===== src/rtl/uart_tx_fifo_if.sv =====
// Producer-side bundle for uart_tx_fifo: write strobe/data in, FIFO status and
// UART line/status out. The master modport is the producer, slave is the transmitter.
interface uart_tx_fifo_if #(
    parameter int c_DATA_BITS  = 8,
    parameter int c_FIFO_DEPTH = 4
);
    logic                           i_TX_DV;
    logic [c_DATA_BITS-1:0]         i_PARALLEL_DATA;
    logic                           o_READY;
    logic [$clog2(c_FIFO_DEPTH):0]  o_FIFO_COUNT;
    logic                           o_OVERFLOW;
    logic                           o_SERIAL_DATA;
    logic                           o_TX_ACTIVE;
    logic                           o_TX_DONE;

    modport master (
        output i_TX_DV, i_PARALLEL_DATA,
        input  o_READY, o_FIFO_COUNT, o_OVERFLOW, o_SERIAL_DATA, o_TX_ACTIVE, o_TX_DONE
    );

    modport slave (
        input  i_TX_DV, i_PARALLEL_DATA,
        output o_READY, o_FIFO_COUNT, o_OVERFLOW, o_SERIAL_DATA, o_TX_ACTIVE, o_TX_DONE
    );
endinterface


===== src/rtl/uart_tx_fifo.sv =====
// UART transmitter with an input FIFO. Words are queued and sent back-to-back as
// start + c_DATA_BITS (LSB first) + optional parity + c_STOP_BITS stop bits.
// Optional parity bit: define UART_TX_PARITY_EN (sense chosen by c_PARITY_ODD).
// Line and status outputs decode the registered state, so an asynchronous reset
// forces the line high immediately.
module uart_tx_fifo #(
    parameter int c_CYCLES_PER_BIT = 217,
    parameter int c_DATA_BITS      = 8,
    parameter int c_STOP_BITS      = 1,
    parameter int c_FIFO_DEPTH     = 4,
    parameter int c_PARITY_ODD     = 0
) (
    input  logic           i_CLK,
    input  logic           i_RESET,
    uart_tx_fifo_if.slave  bus
);

    localparam int LP_PW = $clog2(c_FIFO_DEPTH);
    localparam int LP_CW = $clog2(c_FIFO_DEPTH) + 1;
    localparam int LP_KW = $clog2(c_CYCLES_PER_BIT);
    localparam int LP_BW = $clog2(c_DATA_BITS);

    localparam logic [LP_KW-1:0] LP_K_LAST      = LP_KW'(c_CYCLES_PER_BIT - 1);
    localparam logic [LP_BW-1:0] LP_B_DATA_LAST = LP_BW'(c_DATA_BITS - 1);
    localparam logic [LP_BW-1:0] LP_B_STOP_LAST = LP_BW'(c_STOP_BITS - 1);
    localparam logic [LP_CW-1:0] LP_FULL        = LP_CW'(c_FIFO_DEPTH);
    localparam logic             LP_ODD         = (c_PARITY_ODD != 0);

`ifdef UART_TX_PARITY_EN
    typedef enum logic [2:0] {IDLE, START, DATA, PARITY, STOP} t_state;
`else
    typedef enum logic [2:0] {IDLE, START, DATA, STOP} t_state;
`endif

    t_state                  r_state;
    t_state                  w_state_next;
    logic [LP_KW-1:0]        r_clk_cnt;
    logic [LP_KW-1:0]        w_clk_cnt_next;
    logic [LP_BW-1:0]        r_bit_cnt;
    logic [LP_BW-1:0]        w_bit_cnt_next;

    logic [c_DATA_BITS-1:0]  r_mem [c_FIFO_DEPTH];
    logic [LP_PW-1:0]        r_wr_ptr;
    logic [LP_PW-1:0]        r_rd_ptr;
    logic [LP_CW-1:0]        r_count;
    logic                    r_overflow;
    logic [c_DATA_BITS-1:0]  r_shift;

    logic                    w_push;
    logic                    w_pop;
    logic                    w_shift;
    logic                    w_bit_end;
    logic                    w_serial;
    logic                    w_done;

`ifdef UART_TX_PARITY_EN
    logic                    r_parity;
`else
    // Parity sense has no effect when no parity bit is sent.
    logic                    w_unused_parity_sense;
    assign w_unused_parity_sense = LP_ODD;
`endif

    // Full is judged on the pre-edge count, so a write while full is dropped
    // even when a pop happens on the same edge.
    assign w_push    = bus.i_TX_DV && (r_count != LP_FULL);
    assign w_bit_end = (r_clk_cnt == LP_K_LAST);

    // Next-state, bit timing, FIFO pop and line level for the current state
    always_comb begin
        w_state_next   = r_state;
        w_clk_cnt_next = r_clk_cnt + 1'b1;
        w_bit_cnt_next = r_bit_cnt;
        w_pop          = 1'b0;
        w_shift        = 1'b0;
        w_done         = 1'b0;
        w_serial       = 1'b1;
        case (r_state)
            IDLE: begin
                w_clk_cnt_next = '0;
                if (r_count != '0) begin
                    w_pop          = 1'b1;
                    w_bit_cnt_next = '0;
                    w_state_next   = START;
                end
            end
            START: begin
                w_serial = 1'b0;
                if (w_bit_end) begin
                    w_clk_cnt_next = '0;
                    w_bit_cnt_next = '0;
                    w_state_next   = DATA;
                end
            end
            DATA: begin
                w_serial = r_shift[0];
                if (w_bit_end) begin
                    w_clk_cnt_next = '0;
                    w_shift        = 1'b1;
                    if (r_bit_cnt == LP_B_DATA_LAST) begin
                        w_bit_cnt_next = '0;
`ifdef UART_TX_PARITY_EN
                        w_state_next   = PARITY;
`else
                        w_state_next   = STOP;
`endif
                    end else begin
                        w_bit_cnt_next = r_bit_cnt + 1'b1;
                    end
                end
            end
`ifdef UART_TX_PARITY_EN
            PARITY: begin
                w_serial = r_parity;
                if (w_bit_end) begin
                    w_clk_cnt_next = '0;
                    w_bit_cnt_next = '0;
                    w_state_next   = STOP;
                end
            end
`endif
            STOP: begin
                w_serial = 1'b1;
                if (w_bit_end) begin
                    w_clk_cnt_next = '0;
                    if (r_bit_cnt == LP_B_STOP_LAST) begin
                        w_done         = 1'b1;
                        w_bit_cnt_next = '0;
                        if (r_count != '0) begin
                            w_pop        = 1'b1;
                            w_state_next = START;
                        end else begin
                            w_state_next = IDLE;
                        end
                    end else begin
                        w_bit_cnt_next = r_bit_cnt + 1'b1;
                    end
                end
            end
            default: begin
                w_state_next   = IDLE;
                w_clk_cnt_next = '0;
                w_bit_cnt_next = '0;
            end
        endcase
    end

    // FSM state and bit/clock counters
    always_ff @(posedge i_CLK or posedge i_RESET) begin
        if (i_RESET) begin
            r_state   <= IDLE;
            r_clk_cnt <= '0;
            r_bit_cnt <= '0;
        end else begin
            r_state   <= w_state_next;
            r_clk_cnt <= w_clk_cnt_next;
            r_bit_cnt <= w_bit_cnt_next;
        end
    end

    // FIFO pointers, occupancy and dropped-write pulse
    always_ff @(posedge i_CLK or posedge i_RESET) begin
        if (i_RESET) begin
            r_wr_ptr   <= '0;
            r_rd_ptr   <= '0;
            r_count    <= '0;
            r_overflow <= 1'b0;
        end else begin
            r_overflow <= bus.i_TX_DV && (r_count == LP_FULL);
            if (w_push) r_wr_ptr <= r_wr_ptr + 1'b1;
            if (w_pop)  r_rd_ptr <= r_rd_ptr + 1'b1;
            if (w_push && !w_pop)      r_count <= r_count + 1'b1;
            else if (!w_push && w_pop) r_count <= r_count - 1'b1;
        end
    end

    // FIFO storage; no reset needed since the count gates every read
    always_ff @(posedge i_CLK) begin
        if (w_push) r_mem[r_wr_ptr] <= bus.i_PARALLEL_DATA;
    end

    // Shift register loaded from the FIFO head on pop, shifted after each data bit
    always_ff @(posedge i_CLK or posedge i_RESET) begin
        if (i_RESET) begin
            r_shift  <= '0;
`ifdef UART_TX_PARITY_EN
            r_parity <= 1'b0;
`endif
        end else if (w_pop) begin
            r_shift  <= r_mem[r_rd_ptr];
`ifdef UART_TX_PARITY_EN
            r_parity <= (^r_mem[r_rd_ptr]) ^ LP_ODD;
`endif
        end else if (w_shift) begin
            r_shift  <= r_shift >> 1;
        end
    end

    assign bus.o_SERIAL_DATA = w_serial;
    assign bus.o_TX_ACTIVE   = (r_state != IDLE);
    assign bus.o_TX_DONE     = w_done;
    assign bus.o_READY       = (r_count != LP_FULL);
    assign bus.o_FIFO_COUNT  = r_count;
    assign bus.o_OVERFLOW    = r_overflow;

endmodule


===== src/flat_wrapper.sv =====
// flat-port wrapper written by rule: the top's interface ports become plain ports
module uart_tx_fifo_flat 
#(
    parameter int c_CYCLES_PER_BIT = 217,
    parameter int c_DATA_BITS      = 8,
    parameter int c_STOP_BITS      = 1,
    parameter int c_FIFO_DEPTH     = 4,
    parameter int c_PARITY_ODD     = 0
)
  (i_CLK, i_RESET, bus_i_TX_DV, bus_i_PARALLEL_DATA, bus_o_READY, bus_o_FIFO_COUNT, bus_o_OVERFLOW, bus_o_SERIAL_DATA, bus_o_TX_ACTIVE, bus_o_TX_DONE);
  uart_tx_fifo_if #(.c_DATA_BITS(c_DATA_BITS), .c_FIFO_DEPTH(c_FIFO_DEPTH)) bus_i ();
  input  logic i_CLK;
  input  logic i_RESET;
  input wire logic [$bits(bus_i.i_TX_DV)-1:0] bus_i_TX_DV;
  input wire logic [$bits(bus_i.i_PARALLEL_DATA)-1:0] bus_i_PARALLEL_DATA;
  output wire logic [$bits(bus_i.o_READY)-1:0] bus_o_READY;
  output wire logic [$bits(bus_i.o_FIFO_COUNT)-1:0] bus_o_FIFO_COUNT;
  output wire logic [$bits(bus_i.o_OVERFLOW)-1:0] bus_o_OVERFLOW;
  output wire logic [$bits(bus_i.o_SERIAL_DATA)-1:0] bus_o_SERIAL_DATA;
  output wire logic [$bits(bus_i.o_TX_ACTIVE)-1:0] bus_o_TX_ACTIVE;
  output wire logic [$bits(bus_i.o_TX_DONE)-1:0] bus_o_TX_DONE;
  assign bus_i.i_TX_DV = bus_i_TX_DV;
  assign bus_i.i_PARALLEL_DATA = bus_i_PARALLEL_DATA;
  assign bus_o_READY = bus_i.o_READY;
  assign bus_o_FIFO_COUNT = bus_i.o_FIFO_COUNT;
  assign bus_o_OVERFLOW = bus_i.o_OVERFLOW;
  assign bus_o_SERIAL_DATA = bus_i.o_SERIAL_DATA;
  assign bus_o_TX_ACTIVE = bus_i.o_TX_ACTIVE;
  assign bus_o_TX_DONE = bus_i.o_TX_DONE;
  uart_tx_fifo #(.c_CYCLES_PER_BIT(c_CYCLES_PER_BIT), .c_DATA_BITS(c_DATA_BITS), .c_STOP_BITS(c_STOP_BITS), .c_FIFO_DEPTH(c_FIFO_DEPTH), .c_PARITY_ODD(c_PARITY_ODD)) u_core (.i_CLK(i_CLK), .i_RESET(i_RESET), .bus(bus_i));
endmodule

===== config.mk =====
export PLATFORM = sky130hd
export DESIGN_NAME = uart_tx_fifo_flat
export DESIGN_NICKNAME = d
export VERILOG_FILES = /design/src/rtl/uart_tx_fifo_if.sv /design/src/rtl/uart_tx_fifo.sv /design/src/flat_wrapper.sv
export SDC_FILE = /design/constraint.sdc
export NUM_CORES = 1
export LEC_CHECK = 0
export ABC_AREA = 1
export CORE_ASPECT_RATIO = 0.75
export CORE_MARGIN = 5
export CORE_UTILIZATION = 35
export CTS_CLUSTER_DIAMETER = 200
export DETAILED_ROUTE_END_ITERATION = 16
export PLACE_DENSITY = 0.6
export SYNTH_ARGS = -nofsm -noshare
export SYNTH_HDL_FRONTEND = slang
export SYNTH_SLANG_ARGS = --single-unit

===== constraint.sdc =====
create_clock -name i_CLK -period 2.76 [get_ports i_CLK]
set_clock_uncertainty 0.1 [all_clocks]
set_input_delay 0.276 -clock i_CLK [delete_from_list [all_inputs] [get_ports i_CLK]]
set_output_delay 0.276 -clock i_CLK [all_outputs]
set_load 0.02 [all_outputs]

[Word level (Yosys, flattened, before mapping)]
Memory sizes are Yosys's and may differ from the RTL's.
Cells that the tools add are included.
Cells by class
  $add $sub $neg: 6
  equality and inequality tests: 13
  mux-type cells: 33
  reduce and logical (&&, ||, !) cells: 15
Operators with widths (number)
  3-bit 2-to-1 mux: 14
  8-bit 2-to-1 mux: 4
  3-bit one-hot mux with 4 select lines: 2
  2-bit by 1-bit inequality test with 1-bit output, second input constant: 6
  1-bit 2-to-1 mux: 11
  8-bit by 1-bit adder with 8-bit output, second input constant: 1
  8-bit == test, second input constant: 1
  3-bit by 1-bit adder with 3-bit output, second input constant: 2
  3-bit by 2-bit == test with 1-bit output, second input constant: 2
  3-bit == test, second input constant: 2
  3-bit zero test: 2
  6-bit AND reduction: 1
  3-bit nonzero test: 2
  2-bit by 1-bit adder with 2-bit output, second input constant: 2
  1-bit logical AND: 4
  1-bit one-hot mux with 2 select lines: 2
  4-bit AND reduction: 1
  2-bit nonzero test: 2
  3-bit by 1-bit == test with 1-bit output, second input constant: 1
  3-bit inequality test, second input constant: 1
  3-bit OR reduction: 1
  3-bit by 1-bit subtractor with 3-bit output, second input constant: 1
  1-bit zero test: 2
Storage, ports and cells
  flip-flop bits (word level): 30
  RAM bits: 32
  output and inout bits: 8
  logic and storage cells: 76
  memories kept: 1
Memories
  u_core.r_mem: words 4, width 8, read ports 1, clocked after Yosys merged registers in 0, wr ports 1, line uart_tx_fifo.sv:42  | logic [c_DATA_BITS-1:0] r_mem [c_FIFO_DEPTH];

[Longest topological paths before layout]
  word-level depth: 8
  depth in mapped cells: 14

[Worst setup path after synthesis]
OpenSTA, ideal clock, no wires.
  kind: register to register
  start: reg u_core.r_count[0] (netlist: u_core.bus.o_FIFO_COUNT[0])
  end: reg u_core.r_count[1] (netlist: u_core.bus.o_FIFO_COUNT[1])
  arrival: 2091 ps
  required time: 2535 ps
  setup slack: 444 ps
  cell stages (with the launch flop): 9
  buffers on the path: 0
  clock period less this slack: 2316 ps
  cells stage by stage: dfrtp_1 nor2_2 nand2_1 nand2_1 inv_1 ha_1 inv_1 fa_1 mux2_2
On the way
  elaborated cells on any way between the ends: 16
  those cells by class: 2 x add/sub; 1 x eq/ne; 6 x mux; 7 x reduce/logical
RTL lines
  start, declared: line uart_tx_fifo.sv:45  | logic [LP_CW-1:0] r_count;
  start signal, assigned: line uart_tx_fifo.sv:172  | if (w_push && !w_pop) r_count <= r_count + 1'b1;
  start signal, assigned: line uart_tx_fifo.sv:173  | else if (!w_push && w_pop) r_count <= r_count - 1'b1;
  3-bit inequality test *
  net bus_o_READY: line flat_wrapper.sv:16  | output wire logic [$bits(bus_i.o_READY)-1:0] bus_o_READY;
  1-bit logical AND *: line uart_tx_fifo.sv:66  | assign w_push = bus.i_TX_DV && (r_count != LP_FULL);
  1-bit zero test: line uart_tx_fifo.sv:173
  1-bit logical AND: line uart_tx_fifo.sv:173
  2-bit nonzero test (no source line)
Mark *: on every way through the listed nets, which the timed path passes. The rest lies on a longest branch. The select of a mux whose other input is x is not followed.
A chain may end at the register's enable or synchronous reset.

[Final worst setup path]
  start: reg u_core.r_clk_cnt[0]
  end: out bus_o_TX_DONE
On the way
  word-level cells in the longest chain between the ends: 3
RTL lines
  start, declared: line uart_tx_fifo.sv:37  | logic [LP_KW-1:0] r_clk_cnt;
  start signal, assigned: line uart_tx_fifo.sv:156  | r_clk_cnt <= w_clk_cnt_next;
  8-bit == test: line uart_tx_fifo.sv:67  | assign w_bit_end = (r_clk_cnt == LP_K_LAST);
  1-bit 2-to-1 mux: line uart_tx_fifo.sv:124  | if (w_bit_end) begin
  1-bit 2-to-1 mux: line uart_tx_fifo.sv:78  | case (r_state)
  end, declared: line flat_wrapper.sv:21  | output wire logic [$bits(bus_i.o_TX_DONE)-1:0] bus_o_TX_DONE;
No other way between the ends.

==> impl_metrics.env <==
export IMPL_grtUsageTotal_pct=11.9
export IMPL_async_flop_share_pct=47.5
export IMPL_syn_area_per_cell_um2=9.56
export IMPL_viasPerCell=4.50
export IMPL_post_cts_buffers=0
export IMPL_fin_setup_tns_ps=0
export IMPL_die_x_um=116
export IMPL_setup_viol_count_final=0
export IMPL_gp_congestion=0.761
export IMPL_dp_hpwl_um=3930
export IMPL_numPortBuffers=18
export IMPL_syn2layout_area_growth_pct=20.0
export IMPL_required_ps=2380
export IMPL_clockBufferDepth=2
export IMPL_grt_pass1_wl_um=9460
export IMPL_netlist_instances=309
export IMPL_yosysWarnings=0
export IMPL_floorplan_initialDensity_pct=35.4
export IMPL_synth_seq_cells=61
export IMPL_drt_iter0_drc=106
export IMPL_post_route_min_period_ps=2500
export IMPL_mostFrequentLayoutCell="nand2_1"
export IMPL_end_kind="output port"
export IMPL_crit_type="flop to output port"
export IMPL_rows=29
export IMPL_path_max_fanout=4
export IMPL_drt_pass1_iter_count=4
export IMPL_ys_flop_type="edfxtp_1"
export IMPL_die_area_mm2=0.0104
export IMPL_htree_levels=3
export IMPL_maxSlewViolCount=0
export IMPL_routed_wl_um=5520
export IMPL_ant_nets=0
export IMPL_vias=2034
export IMPL_syn_area_mm2=0.00295
export IMPL_fin_nets=366
export IMPL_synth_simple_area_share_pct=24.6
export IMPL_finalHoldViolations=0
export IMPL_placed_area_mm2=0.00328
export IMPL_hold_class="primary input to async pin"
export IMPL_overflow=0
export IMPL_layout_common_cells="95 x nand2_1, 35 x nand3_1, 32 x edfxtp_1, 31 x inv_1, 29 x dfrtp_1"
export IMPL_period_share_pct=90.6
export IMPL_wire_per_inst_um=12.2
export IMPL_cts_tree="built"
export IMPL_ir_worst_vdd_mv=0.453
export IMPL_synth_nets=336
export IMPL_antenna_found_initial=0
export IMPL_numCtsBuffers=9
export IMPL_fmax_mhz=400
export IMPL_io_pins=19
export IMPL_tightest_slew_ps=425
export IMPL_p_per_area_mw_per_mm2=725
export IMPL_clock_sinks=61
export IMPL_leakagePower_nw=1.57
export IMPL_grt_max_degree=30
export IMPL_synth_xor_area_share_pct=1.19
export IMPL_root_buffer="clkbuf_16"
export IMPL_drv_cap=0
export IMPL_insertion_delay_ps=320
export IMPL_synth_compound_area_share_pct=3.35
export IMPL_worstPathArrival_ps=2120
export IMPL_first_global_vias=1940
export IMPL_placedCellCount=436
export IMPL_clk_pin_slew_ps=50
export IMPL_coreArea_mm2=0.00835
export IMPL_hold_buffers=0
export IMPL_seq_area_frac_synth_pct=57.1
export IMPL_drc=0
export IMPL_timing_slew_headroom_pct=71.7
export IMPL_synthDistinctLibCells=32
export IMPL_synth_top_family_by_area="simple AND/OR/NAND/NOR gates"
export IMPL_crit_path_start_kind="flop"
export IMPL_drive_above_1_share_pct=11.0
export IMPL_synth_fa_ha_area_share_pct=7.03
export IMPL_num_antenna_cells=0
export IMPL_worst_hold_slack_ps=226
export IMPL_fin_cells=452
export IMPL_synth_edf_count=32
export IMPL_post_cts_resize_count=0
export IMPL_die_h_um=89.5
export IMPL_fin_area_mm2=0.00354
export IMPL_rsz0062_at_grt="false"
export IMPL_synthMuxAreaShare_pct=0.381
export IMPL_status="finished clean"
## synthesized netlist by cell type, types with 2 or more instances
cell      count  share of area, %
ha_1         15               6.4
o21ai_0      11               1.9
nand2_4       2              0.76
edfxtp_1     32                33
xnor2_1       2              0.59
xor2_1        2              0.59
nand2_1      95                12
nand2_2       2              0.42
buf_6         2              0.76
inv_2         3              0.38
dfrtp_1      29                25
a21oi_1       3              0.51
buf_2         4              0.68
nor2_1       19               2.4
nor2_4        2              0.76
inv_1        31               3.9
nor3_1        5              0.85
nand3_1      35               5.9
clkinv_1      2              0.25
## worst max-delay path, cell delays in order, from the launching register on
cell and delay (ps):
dfrtp_1 410, inv_1 70, ha_1 140, nand3_1 120
nor2_4 170, inv_2 70, nor3_1 190, clkdlybuf4s50_1 650
## layer usage
| metal | vias to the layer above | wire length (um) | track usage, % |
|---|---|---|---|
| li1 | 1052 | - | - |
| met1 | 941 | 2760 | 16.4 |
| met2 | 34 | 2460 | 17.3 |
| met3 | 7 | 229 | 4.33 |
| met4 | 0 | 67 | 4.43 |
| met5 | - | 0 | 0 |
## report_power, final
| group | internal (W) | switching, W |
|---|---|---|
| clock network | 0.000599 | 0.000368 |
| registers | 0.00111 | 0.0000636 |
| logic | 0.000178 | 0.000254 |
## state kept, by name, indices dropped and copies added, names as in the netlist
signal                   count
u_core.bus.o_FIFO_COUNT      3
u_core.bus.o_OVERFLOW        1
u_core.r_bit_cnt             3
u_core.r_clk_cnt             8
u_core.r_mem                32
u_core.r_rd_ptr              2
u_core.r_shift               8
u_core.r_state               2
u_core.r_wr_ptr              2
## metrics by stage
step	utilization [%]	total power, W	setup WS, ps
2_1_floorplan	-	0.00143	444
3_3_place_gp	39.3	0.00162	494
3_5_place_dp	39.3	0.00163	435
4_1_cts	42.4	0.00260	239
5_1_grt	42.4	0.00271	128
6_report	42.4	0.00257	260
## cell type report
type	count	area, um^2
fillers	801	4800
flip-flops and latches	61	1690
multi-input cells	204	1080
repair buffers	26	240
clock buffers	11	233
inverters	37	140
well taps	108	135
clock inverters	5	27.5
## path summary, 6_finish.rpt
path,startpoint,end,slack [ps],cells past startpoint
worst min register to register,u_core.r_clk_cnt[0]$_DFF_PP0_,u_core.r_clk_cnt[0]$_DFF_PP0_,400,1
worst min-delay path,i_RESET,u_core.r_wr_ptr[1]$_DFFE_PP0N_,230,3
worst max-delay path,u_core.r_clk_cnt[0]$_DFF_PP0_,bus_o_TX_DONE,260,7
min in group i_CLK,u_core.r_clk_cnt[0]$_DFF_PP0_,u_core.r_clk_cnt[0]$_DFF_PP0_,400,1
max in group asynchronous,i_RESET,u_core.r_bit_cnt[1]$_DFFE_PP0P_,2050,3
worst max register to register,u_core.r_clk_cnt[0]$_DFF_PP0_,u_core.bus.o_FIFO_COUNT[1]$_DFFE_PP0P_,430,11
## cells by family after synthesis
group | count (synthesis)
compound gates | 18
xor+xnor | 4
fa+ha+maj | 16
buf+inv | 44
flops | 61
mux | 1
simple gates | 165
Power figures use the tool's default switching activity.
